File: src/rtl/hnf_pocq_alloc_if.sv
// ---------------------------------------------------------------------------
// hnf_pocq_alloc_pkg / hnf_pocq_alloc_if
//
// Purpose : Request flit type and the bundled port interface of the HNF
//           POCQ allocator.
//
// Interface signals (direction given for the allocator, modport slave):
//   req_in        in   head flit of the RXREQ position queue
//   req_in_valid  in   head entry present
//   req_in_ready  out  pop strobe, high in the cycle the head is accepted
//   alloc_req     out  registered accepted flit
//   alloc_idx     out  POCQ slot allocated to alloc_req
//   alloc_valid   out  alloc_req/alloc_idx valid
//   alloc_ready   in   pipeline consumes alloc_*
//   retire_valid  in   retire one slot
//   retire_idx    in   slot to retire
//   pocq_count    out  occupied slot count
//   pocq_full     out  all slots occupied
//   retire_err    out  sticky: retire of an unoccupied slot was seen
//   hazard_stall  out  head blocked only by a same-line hazard
//                      (present only when HNF_POCQ_HAZARD_EN is defined)
//
// modport master is the environment side (queue + pipeline), slave is the
// allocator.
// ---------------------------------------------------------------------------
package hnf_pocq_alloc_pkg;
  typedef struct packed {
    logic [3:0]  QoS;
    logic [6:0]  TgtID;
    logic [6:0]  SrcID;
    logic [7:0]  TxnID;
    logic [5:0]  Opcode;
    logic [2:0]  Size;
    logic [47:0] Addr;
  } reqflit_t;
endpackage

interface hnf_pocq_alloc_if #(
  parameter int POCQ_DEPTH = 16
) ();
  import hnf_pocq_alloc_pkg::*;

  localparam int IDX_W = $clog2(POCQ_DEPTH);

  reqflit_t         req_in;
  logic             req_in_valid;
  logic             req_in_ready;
  reqflit_t         alloc_req;
  logic [IDX_W-1:0] alloc_idx;
  logic             alloc_valid;
  logic             alloc_ready;
  logic             retire_valid;
  logic [IDX_W-1:0] retire_idx;
  logic [IDX_W:0]   pocq_count;
  logic             pocq_full;
  logic             retire_err;
`ifdef HNF_POCQ_HAZARD_EN
  logic             hazard_stall;
`endif

  modport master (
    output req_in, req_in_valid, alloc_ready, retire_valid, retire_idx,
    input  req_in_ready, alloc_req, alloc_idx, alloc_valid,
           pocq_count, pocq_full, retire_err
`ifdef HNF_POCQ_HAZARD_EN
    , input hazard_stall
`endif
  );

  modport slave (
    input  req_in, req_in_valid, alloc_ready, retire_valid, retire_idx,
    output req_in_ready, alloc_req, alloc_idx, alloc_valid,
           pocq_count, pocq_full, retire_err
`ifdef HNF_POCQ_HAZARD_EN
    , output hazard_stall
`endif
  );
endinterface

File: src/rtl/hnf_pocq_alloc.sv
// ---------------------------------------------------------------------------
// hnf_pocq_alloc
//
// Purpose : Pops the head request of the RXREQ position queue, allocates it
//           the lowest free Point-of-Coherence Queue slot and presents the
//           flit plus slot index through a registered valid/ready stage.
//           Slots stay occupied until the pipeline retires them by index.
//
// Ports   :
//   clock  single clock
//   reset  synchronous, active-low reset
//   bus    hnf_pocq_alloc_if.slave (request input, allocation output,
//          retire input, occupancy/status outputs)
//
// Parameters:
//   POCQ_DEPTH  number of slots (power of two, 2..64)
//   LINE_LSB    lowest Addr bit of the cache-line address
//
// Build option: HNF_POCQ_HAZARD_EN
//   defined   : the head is held while any occupied slot holds the same
//               cache line; hazard_stall reports that condition.
//   undefined : no line storage, no hazard check, no hazard_stall port.
// ---------------------------------------------------------------------------
module hnf_pocq_alloc
  import hnf_pocq_alloc_pkg::*;
#(
  parameter int POCQ_DEPTH = 16,
  parameter int LINE_LSB   = 6
) (
  input logic             clock,
  input logic             reset,
  hnf_pocq_alloc_if.slave bus
);
  localparam int             IDX_W     = $clog2(POCQ_DEPTH);
  localparam logic [IDX_W:0] DEPTH_CNT = (IDX_W + 1)'(POCQ_DEPTH);

  generate
    if (POCQ_DEPTH < 2 || POCQ_DEPTH > 64 || (POCQ_DEPTH & (POCQ_DEPTH - 1)) != 0 ||
        LINE_LSB < 1 || LINE_LSB > 47) begin : g_bad_param
      $error("hnf_pocq_alloc: unsupported POCQ_DEPTH or LINE_LSB");
    end
  endgenerate

  typedef enum logic {
    EMPTY = 1'b0,
    HOLD  = 1'b1
  } out_state_t;

  out_state_t            state_reg, state_next;
  logic [POCQ_DEPTH-1:0] slot_vld_reg, slot_vld_next;
  logic [IDX_W:0]        count_reg, count_next;
  logic                  retire_err_reg, retire_err_next;
  reqflit_t              alloc_req_reg;
  logic [IDX_W-1:0]      alloc_idx_reg;

  logic                  free_any;
  logic [IDX_W-1:0]      free_idx;
  logic                  hazard;
  logic                  out_open;
  logic                  accept;
  logic                  retire_hit;

  // Free-slot search runs on registered occupancy only, so a slot being
  // retired this cycle is never handed out in the same cycle.
  assign free_any = ~&slot_vld_reg;

  always_comb begin
    free_idx = '0;
    for (int i = POCQ_DEPTH - 1; i >= 0; i--) begin
      if (!slot_vld_reg[i]) free_idx = IDX_W'(i);
    end
  end

  // Output register can take a new flit when empty or being drained now.
  assign out_open   = (state_reg == EMPTY) | bus.alloc_ready;
  assign accept     = bus.req_in_valid & reset & free_any & ~hazard & out_open;
  assign retire_hit = bus.retire_valid & slot_vld_reg[bus.retire_idx];

`ifdef HNF_POCQ_HAZARD_EN
  localparam int LINE_W = 48 - LINE_LSB;

  logic [LINE_W-1:0]     slot_line_reg [POCQ_DEPTH];
  logic [LINE_W-1:0]     req_line;
  logic [POCQ_DEPTH-1:0] line_hit;

  assign req_line = bus.req_in.Addr[47:LINE_LSB];

  generate
    for (genvar gi = 0; gi < POCQ_DEPTH; gi++) begin : g_line_hit
      assign line_hit[gi] = slot_vld_reg[gi] & (slot_line_reg[gi] == req_line);
    end
  endgenerate

  assign hazard = |line_hit;

  // Line tags are qualified by slot_vld, so they need no reset.
  always_ff @(posedge clock) begin
    if (accept) slot_line_reg[free_idx] <= req_line;
  end

  assign bus.hazard_stall = bus.req_in_valid & free_any & hazard & out_open;
`else
  assign hazard = 1'b0;
`endif

  // Slot occupancy, count and error flag. Retire and accept may coincide;
  // they always touch different slots because free_idx is never occupied.
  always_comb begin
    slot_vld_next   = slot_vld_reg;
    retire_err_next = retire_err_reg;
    if (retire_hit) begin
      slot_vld_next[bus.retire_idx] = 1'b0;
    end else if (bus.retire_valid) begin
      retire_err_next = 1'b1;
    end
    if (accept) slot_vld_next[free_idx] = 1'b1;
    count_next = count_reg + {{IDX_W{1'b0}}, accept} - {{IDX_W{1'b0}}, retire_hit};
  end

  // Output stage FSM: state register
  always_ff @(posedge clock) begin
    if (!reset) state_reg <= EMPTY;
    else        state_reg <= state_next;
  end

  // Output stage FSM: next state
  always_comb begin
    state_next = state_reg;
    case (state_reg)
      EMPTY:   if (accept) state_next = HOLD;
      HOLD:    if (bus.alloc_ready && !accept) state_next = EMPTY;
      default: state_next = EMPTY;
    endcase
  end

  // Output stage FSM: outputs
  assign bus.alloc_valid = (state_reg == HOLD);

  always_ff @(posedge clock) begin
    if (!reset) begin
      slot_vld_reg   <= '0;
      count_reg      <= '0;
      retire_err_reg <= 1'b0;
      alloc_req_reg  <= '0;
      alloc_idx_reg  <= '0;
    end else begin
      slot_vld_reg   <= slot_vld_next;
      count_reg      <= count_next;
      retire_err_reg <= retire_err_next;
      // Loaded only on accept, so the payload holds steady under backpressure.
      if (accept) begin
        alloc_req_reg <= bus.req_in;
        alloc_idx_reg <= free_idx;
      end
    end
  end

  assign bus.req_in_ready = accept;
  assign bus.alloc_req    = alloc_req_reg;
  assign bus.alloc_idx    = alloc_idx_reg;
  assign bus.pocq_count   = count_reg;
  assign bus.pocq_full    = reset & (count_reg == DEPTH_CNT);
  assign bus.retire_err   = retire_err_reg;
endmodule

File: src/flat_wrapper.sv
// flat-port wrapper written by rule: the top's interface ports become plain ports
module hnf_pocq_alloc_flat import hnf_pocq_alloc_pkg::*;
#(
  parameter int POCQ_DEPTH = 16,
  parameter int LINE_LSB   = 6
)
  (clock, reset, bus_req_in, bus_req_in_valid, bus_alloc_ready, bus_retire_valid, bus_retire_idx, bus_req_in_ready, bus_alloc_req, bus_alloc_idx, bus_alloc_valid, bus_pocq_count, bus_pocq_full, bus_retire_err);
  hnf_pocq_alloc_if #(.POCQ_DEPTH(POCQ_DEPTH)) bus_i ();
  input logic clock;
  input logic reset;
  input wire logic [$bits(bus_i.req_in)-1:0] bus_req_in;
  input wire logic [$bits(bus_i.req_in_valid)-1:0] bus_req_in_valid;
  input wire logic [$bits(bus_i.alloc_ready)-1:0] bus_alloc_ready;
  input wire logic [$bits(bus_i.retire_valid)-1:0] bus_retire_valid;
  input wire logic [$bits(bus_i.retire_idx)-1:0] bus_retire_idx;
  output wire logic [$bits(bus_i.req_in_ready)-1:0] bus_req_in_ready;
  output wire logic [$bits(bus_i.alloc_req)-1:0] bus_alloc_req;
  output wire logic [$bits(bus_i.alloc_idx)-1:0] bus_alloc_idx;
  output wire logic [$bits(bus_i.alloc_valid)-1:0] bus_alloc_valid;
  output wire logic [$bits(bus_i.pocq_count)-1:0] bus_pocq_count;
  output wire logic [$bits(bus_i.pocq_full)-1:0] bus_pocq_full;
  output wire logic [$bits(bus_i.retire_err)-1:0] bus_retire_err;
  assign bus_i.req_in = bus_req_in;
  assign bus_i.req_in_valid = bus_req_in_valid;
  assign bus_i.alloc_ready = bus_alloc_ready;
  assign bus_i.retire_valid = bus_retire_valid;
  assign bus_i.retire_idx = bus_retire_idx;
  assign bus_req_in_ready = bus_i.req_in_ready;
  assign bus_alloc_req = bus_i.alloc_req;
  assign bus_alloc_idx = bus_i.alloc_idx;
  assign bus_alloc_valid = bus_i.alloc_valid;
  assign bus_pocq_count = bus_i.pocq_count;
  assign bus_pocq_full = bus_i.pocq_full;
  assign bus_retire_err = bus_i.retire_err;
  hnf_pocq_alloc #(.POCQ_DEPTH(POCQ_DEPTH), .LINE_LSB(LINE_LSB)) u_core (.clock(clock), .reset(reset), .bus(bus_i));
endmodule
File: config.mk
export PLATFORM = sky130hd
export DESIGN_NAME = hnf_pocq_alloc_flat
export DESIGN_NICKNAME = d
export VERILOG_FILES = /design/src/rtl/hnf_pocq_alloc_if.sv /design/src/rtl/hnf_pocq_alloc.sv /design/src/flat_wrapper.sv
export SDC_FILE = /design/constraint.sdc
export NUM_CORES = 1
export LEC_CHECK = 0
export ABC_AREA = 1
export ABC_CLOCK_PERIOD_IN_PS = 5950
export BUFFER_PORTS_ARGS = -buffer_cell sky130_fd_sc_hd__buf_2
export CELL_PAD_IN_SITES_DETAIL_PLACEMENT = 0
export CELL_PAD_IN_SITES_GLOBAL_PLACEMENT = 1
export CORE_UTILIZATION = 35
export DETAILED_ROUTE_END_ITERATION = 10
export GPL_ROUTABILITY_DRIVEN = 0
export GPL_TIMING_DRIVEN = 0
export PLACE_DENSITY = 0.93
export SYNTH_ARGS = -nofsm -noshare
export SYNTH_HDL_FRONTEND = slang
export SYNTH_SLANG_ARGS = --single-unit
File: constraint.sdc
create_clock -name clock -period 5.95 [get_ports clock]
set_clock_uncertainty 0.05 [all_clocks]
set_input_delay 1.19 -clock clock [delete_from_list [all_inputs] [get_ports clock]]
set_output_delay 1.19 -clock clock [all_outputs]
set_load 0.03 [all_outputs]
======== Word-level counts from Yosys, hierarchy flattened ========
Index checks and enable logic that the tools add are counted.
storage, ports and cells
  register bits ........................... 110
  input port bits ......................... 92
  output and inout bits ................... 96
  logic and storage cells ................. 64
operators by class
  add/sub/neg operators ................... 2
  $lt $le $gt $ge ......................... 4
  equality and inequality tests ........... 1
  mux-type cells .......................... 27
  bitwise gates (word level) .............. 11
  reduce and logical (&&, ||, !) cells .... 7
operator list
  operator                                                            count
  2-to-1 mux 4 bit                                                    16
  2-to-1 mux 16 bit                                                   2
  AND 16 bit                                                          1
  inverter 16 bit                                                     1
  OR 16 bit                                                           1
  AND reduction 16 bit                                                1
  < comparator 4 x 5 -> 1 bit (second input constant)                 2
  demux 1 bit (select 4 bit)                                          2
  greater-or-equal comparator 4 x 1 -> 1 bit (second input constant)  2
  adder 5 x 1 -> 5 bit                                                1
  AND 1 bit                                                           5
  equality test 5 bit (second input constant)                         1
  2-to-1 mux 1 bit                                                    5
  subtractor 5 x 1 -> 5 bit                                           1
  binary-select mux 1 bit (select 4 bit)                              1
  logical AND 1 bit                                                   3
  zero test 1 bit                                                     2
  inverter 1 bit                                                      2
  one-hot mux 1 bit (2 select lines)                                  1
  AND reduction 2 bit                                                 1
  OR 1 bit                                                            1

======== Depth between registers and ports, before layout ========
  word-level depth ........................ 22
  depth in mapped cells ................... 19
  gate-level depth less buffers ........... 18

======== Worst setup path before layout ========
Ideal clock, no wire load.
  path kind ............................... input -> register
  from .................................... input bus_retire_idx[0]
  to ...................................... register u_core.count_reg[4] (netlist: u_core.bus.pocq_count[4])
  library setup time ...................... 128 ps
  arrival time ............................ 3417 ps
  required time ........................... 5772 ps
  slack ................................... 2355 ps
  stages on the path ...................... 17
  buffers on the path ..................... 1
  path through ............................ nor2_1 > a22oi_1 > nand2_1 > nand2_1 > nand4_1 > nand2_2 > buf_6 > inv_1 > ha_1 > inv_1 > ha_1 > inv_1 > fa_1 > nor3_1 > a211oi_1 > o21ai_0 > a21oi_1
between the ends
  cells in the longest elaborated chain, start to end .. 4
ends and longest elaborated chain
  what                                    RTL line               source
  from (decl)                             flat_wrapper.sv:15     input wire logic [$bits(bus_i.retire_idx)-1:0] bus_retire_idx;
  binary-select mux 1 bit (select 4 bit)  hnf_pocq_alloc.sv:77   assign retire_hit = bus.retire_valid & slot_vld_reg[bus.retire_idx];
  2-to-1 mux 1 bit (implied by the code)  hnf_pocq_alloc.sv:77
  AND 1 bit                               hnf_pocq_alloc.sv:77
  subtractor 5 x 1 -> 5 bit               hnf_pocq_alloc.sv:117  count_next = count_reg + {{IDX_W{1'b0}}, accept} - {{IDX_W{1'b0}}, retire_hit};
  to (signal assigned)                    hnf_pocq_alloc.sv:148  count_reg <= count_next;
  to (decl)                               hnf_pocq_alloc.sv:51   logic [IDX_W:0] count_reg, count_next;
No other way between the ends. The select of a mux whose other input is x is not followed.
A chain may end at the register's enable or synchronous reset.

======== Worst setup path after layout ========
Ends and elaborated chain as after synthesis.

==> results.tsv <==
stage	metric	value	unit
cts	CTS H-tree depth	3	
setup_path	Startpoint Class	primary input	
floorplan	Initial Utilization	36.5	%
synthesis	sequential area share after synthesis	49.1	%
route	DRC	0	
timing	worst rel slew slack	60.1	%
synthesis	syn avg cell area	7.65	um^2
grt	antenna violations before repair	0	
route	Routed WL	12500	um
placed_design	port buffer count	186	
run	max_cap viols	0	
route	met3 WL	808	um
timing	Slew Viols, Final	0	
route	DR iter-0 viols	354	
grt	GRT Overall Usage	18.7	%
floorplan	core area	0.0123	mm^2
floorplan	Rows	40	
cts	clock slew at reported path FFs	0.07	ns
synthesis	Synthesis Warnings	0	
route	Antenna Nets Post-Route	0	
setup_path	Reg2Reg Capture Point	u_core.bus.pocq_count[4]	
cts	Hold Buf Count CTS	0	
synthesis	Cell variety after synth	30	
cts	# clock sinks	110	
final_layout	Ant. Diodes	0	
timing	fin crit period	3.85	ns
timing	RSZ-0062 raised after global routing	no	
grt	Overflow after GRT	0	
timing	Peak Freq	260	MHz
final_layout	share of layout cells above drive strength 1	30.6	%
setup_path	crit path capture	u_core.bus.pocq_count[4]	
setup_path	CP Capture Type	flop	
final_layout	max reg flops	83	
cts	Num CTS Buffers	9	
cts	root buffer cell	clkbuf_16	
synthesis	syn nets	685	
timing	# setup viols final	0	
floorplan	die area	0.0133	mm^2
power_and_ir_drop	peak supply drop	0.184	mV
route	via count	4472	
setup_path	Critical Path RT	6.13	ns
timing	final worst setup slack	2.10	ns
route	DR pass1 iterations	5	
setup_path	CP max FO	10	
power_and_ir_drop	Cell Pwr Density	282	mW/mm^2
floorplan	die width	115	um
route	DR top layer	met4	
floorplan	I/O pin cnt	188	
setup_path	WP data arrival	4.03	ns
synthesis	Mapped Cells	586	
synthesis	Syn Std Cell Area	0.00448	mm^2
floorplan	chip height	115	um
setup_path	r2r startpoint	u_core.slot_vld_reg[0]	
final_layout	P&R area growth vs syn	32.4	%
setup_path	Critical Path Source	bus_retire_idx[0]	
cts	Worst-Skew Late Latency	0.35	ns
route	DR WL met2	5570	um
timing	Final Hold Fails	0	
final_layout	Final Net Count	882	
grt	vias in the first global route	3923	
timing	Slew @ Worst Pin	0.596	ns
setup_path	CP Class	in -> reg	
route	routed length on met1	5890	um
cts	postcts setup bufs	0	
synthesis	Post-synth ARST share	0	%
placed_design	DP HPWL	9230	um
synthesis	Synth Flop Type	dfxtp_1	
synthesis	Yosys reg bits	110	
route	post-DR vias/cell	4.68	
placed_design	Place WS	1.77	ns
status	status	finished clean	
cts	# resized after CTS	0	
grt	first-pass GRT wire length	19300	um
cts	TritonCTS clock tree	yes	
cts	Max clock buf depth	2	
final_layout	final core occ	48.4	%
timing	setup TNS	0	ns
grt	largest net degree at the start of global routing	20	
power_and_ir_drop	LEAKAGE	2.69	nW
timing	Final Cycle Share	64.6	%
route	WL per Instance	13.1	um
min_path	Min-Delay Path Class	reg -> reg	
setup_path	worst r2r path cells	17	
setup_path	Worst R2R Setup Slack	2.98	ns
synthesis	Post-synth EDFFs	0	
==> through the flow <==
| stage | hold WS [ns] | power (W) | std cells | instance area [um^2] |
|---|---|---|---|---|
| 2_1_floorplan | 0.434 | 0.000975 | 586 | 4480 |
| 3_3_place_gp | 0.397 | 0.00107 | 940 | 5620 |
| 3_5_place_dp | 0.401 | 0.00107 | 940 | 5620 |
| 4_1_cts | 0.412 | 0.00169 | 956 | 5930 |
| 5_1_grt | 0.430 | 0.00175 | 956 | 5930 |
| 6_report | 0.411 | 0.00167 | 956 | 5930 |
==> synthesized netlist by cell type, drive strengths merged (2+ instances only) <==
cell type,number,area [um^2]
o21ai,20,100
inv,26,97.6
clkbuf,14,53.8
nor2,15,63.8
nor3,4,25.0
nand2,223,875
o31ai,2,15.0
buf,19,148
dfxtp,110,2200
a21oi,108,541
ha,6,75.1
nand3,14,82.6
a22oi,8,60.1
nand4,12,81.3
==> critical path, cell delays in order <==
cell,delay [ns]
buf_2,0.12
nor2_1,0.48
a22oi_1,0.18
nand2_1,0.11
nand2_1,0.08
nand4_1,0.16
nand2_2,0.15
buf_6,0.18
inv_1,0.06
ha_1,0.21
inv_1,0.06
ha_1,0.15
inv_1,0.05
fa_1,0.39
nor3_1,0.21
a211oi_1,0.08
o21ai_0,0.14
a21oi_1,0.05
==> kinds of logic (layout without fill, tap and decap cells) <==
| family | after synthesis | count (layout) | synth area share, % |
|---|---|---|---|
| adders and majority gates | 7 | 7 | 2.12 |
| DFF | 110 | 110 | 49.1 |
| buffers and inverters | 59 | 261 | 6.67 |
| AOI/OAI and AO/OA | 140 | 140 | 16.4 |
| and+or+nand+nor | 269 | 269 | 25.4 |
| xor gates and xnor gates | 1 | 1 | 0.196 |
==> worst min path at each step <==
stage / startpoint / end / cells after the start
2_1_floorplan: u_core.slot_vld_reg[5] / u_core.slot_vld_reg[5] / 2
4_1_cts: u_core.bus.alloc_req[81] / u_core.bus.alloc_req[81] / 2
6_report: u_core.bus.alloc_req[3] / u_core.bus.alloc_req[3] / 2
5_1_grt: u_core.bus.alloc_req[34] / u_core.bus.alloc_req[34] / 2
3_3_place_gp: u_core.bus.alloc_req[46] / u_core.bus.alloc_req[46] / 2
3_5_place_dp: u_core.bus.alloc_req[81] / u_core.bus.alloc_req[81] / 2
==> routing by layer <==
layer / global-route usage, % / vias to the layer above
met5: 0 / -
met4: 7.62 / 0
met3: 4.96 / 16
met2: 29.6 / 160
met1: 24.3 / 1978
li1: - / 2318
==> placed cells by master, fill, tap and decap left out, types with 2 or more instances in the layout <==
cell	count
a21oi_1	108
a22oi_1	8
buf_2	196
buf_6	8
clkbuf_1	13
clkbuf_16	9
clkinv_4	2
dfxtp_1	110
ha_1	6
inv_1	22
inv_2	4
nand2_1	216
nand2_2	3
nand2_4	4
nand3_1	13
nand4_1	11
nor2_1	12
nor2_2	3
nor3_1	3
o21ai_0	11
o21ai_1	9
o31ai_1	2
==> report_power, final <==
part	leakage, nW	total [W]	internal, W	switching [W]
combinational	1.65	0.000261	0.0000873	0.000174
clock	0.149	0.000621	0.000333	0.000288
sequential	0.897	0.000789	0.000770	0.0000189
==> cell type report <==
cell class | count | area [um^2]
Clock buffer | 9 | 225
Clock inverter | 7 | 85.1
Sequential cell | 110 | 2200
Multi-Input combinational cell | 417 | 1980
Inverter | 26 | 97.6
Timing Repair Buffer | 186 | 931
Tap cell | 168 | 210
Buffer | 33 | 201
Fill cell | 1281 | 6330
Power figures use the tool's default switching activity.
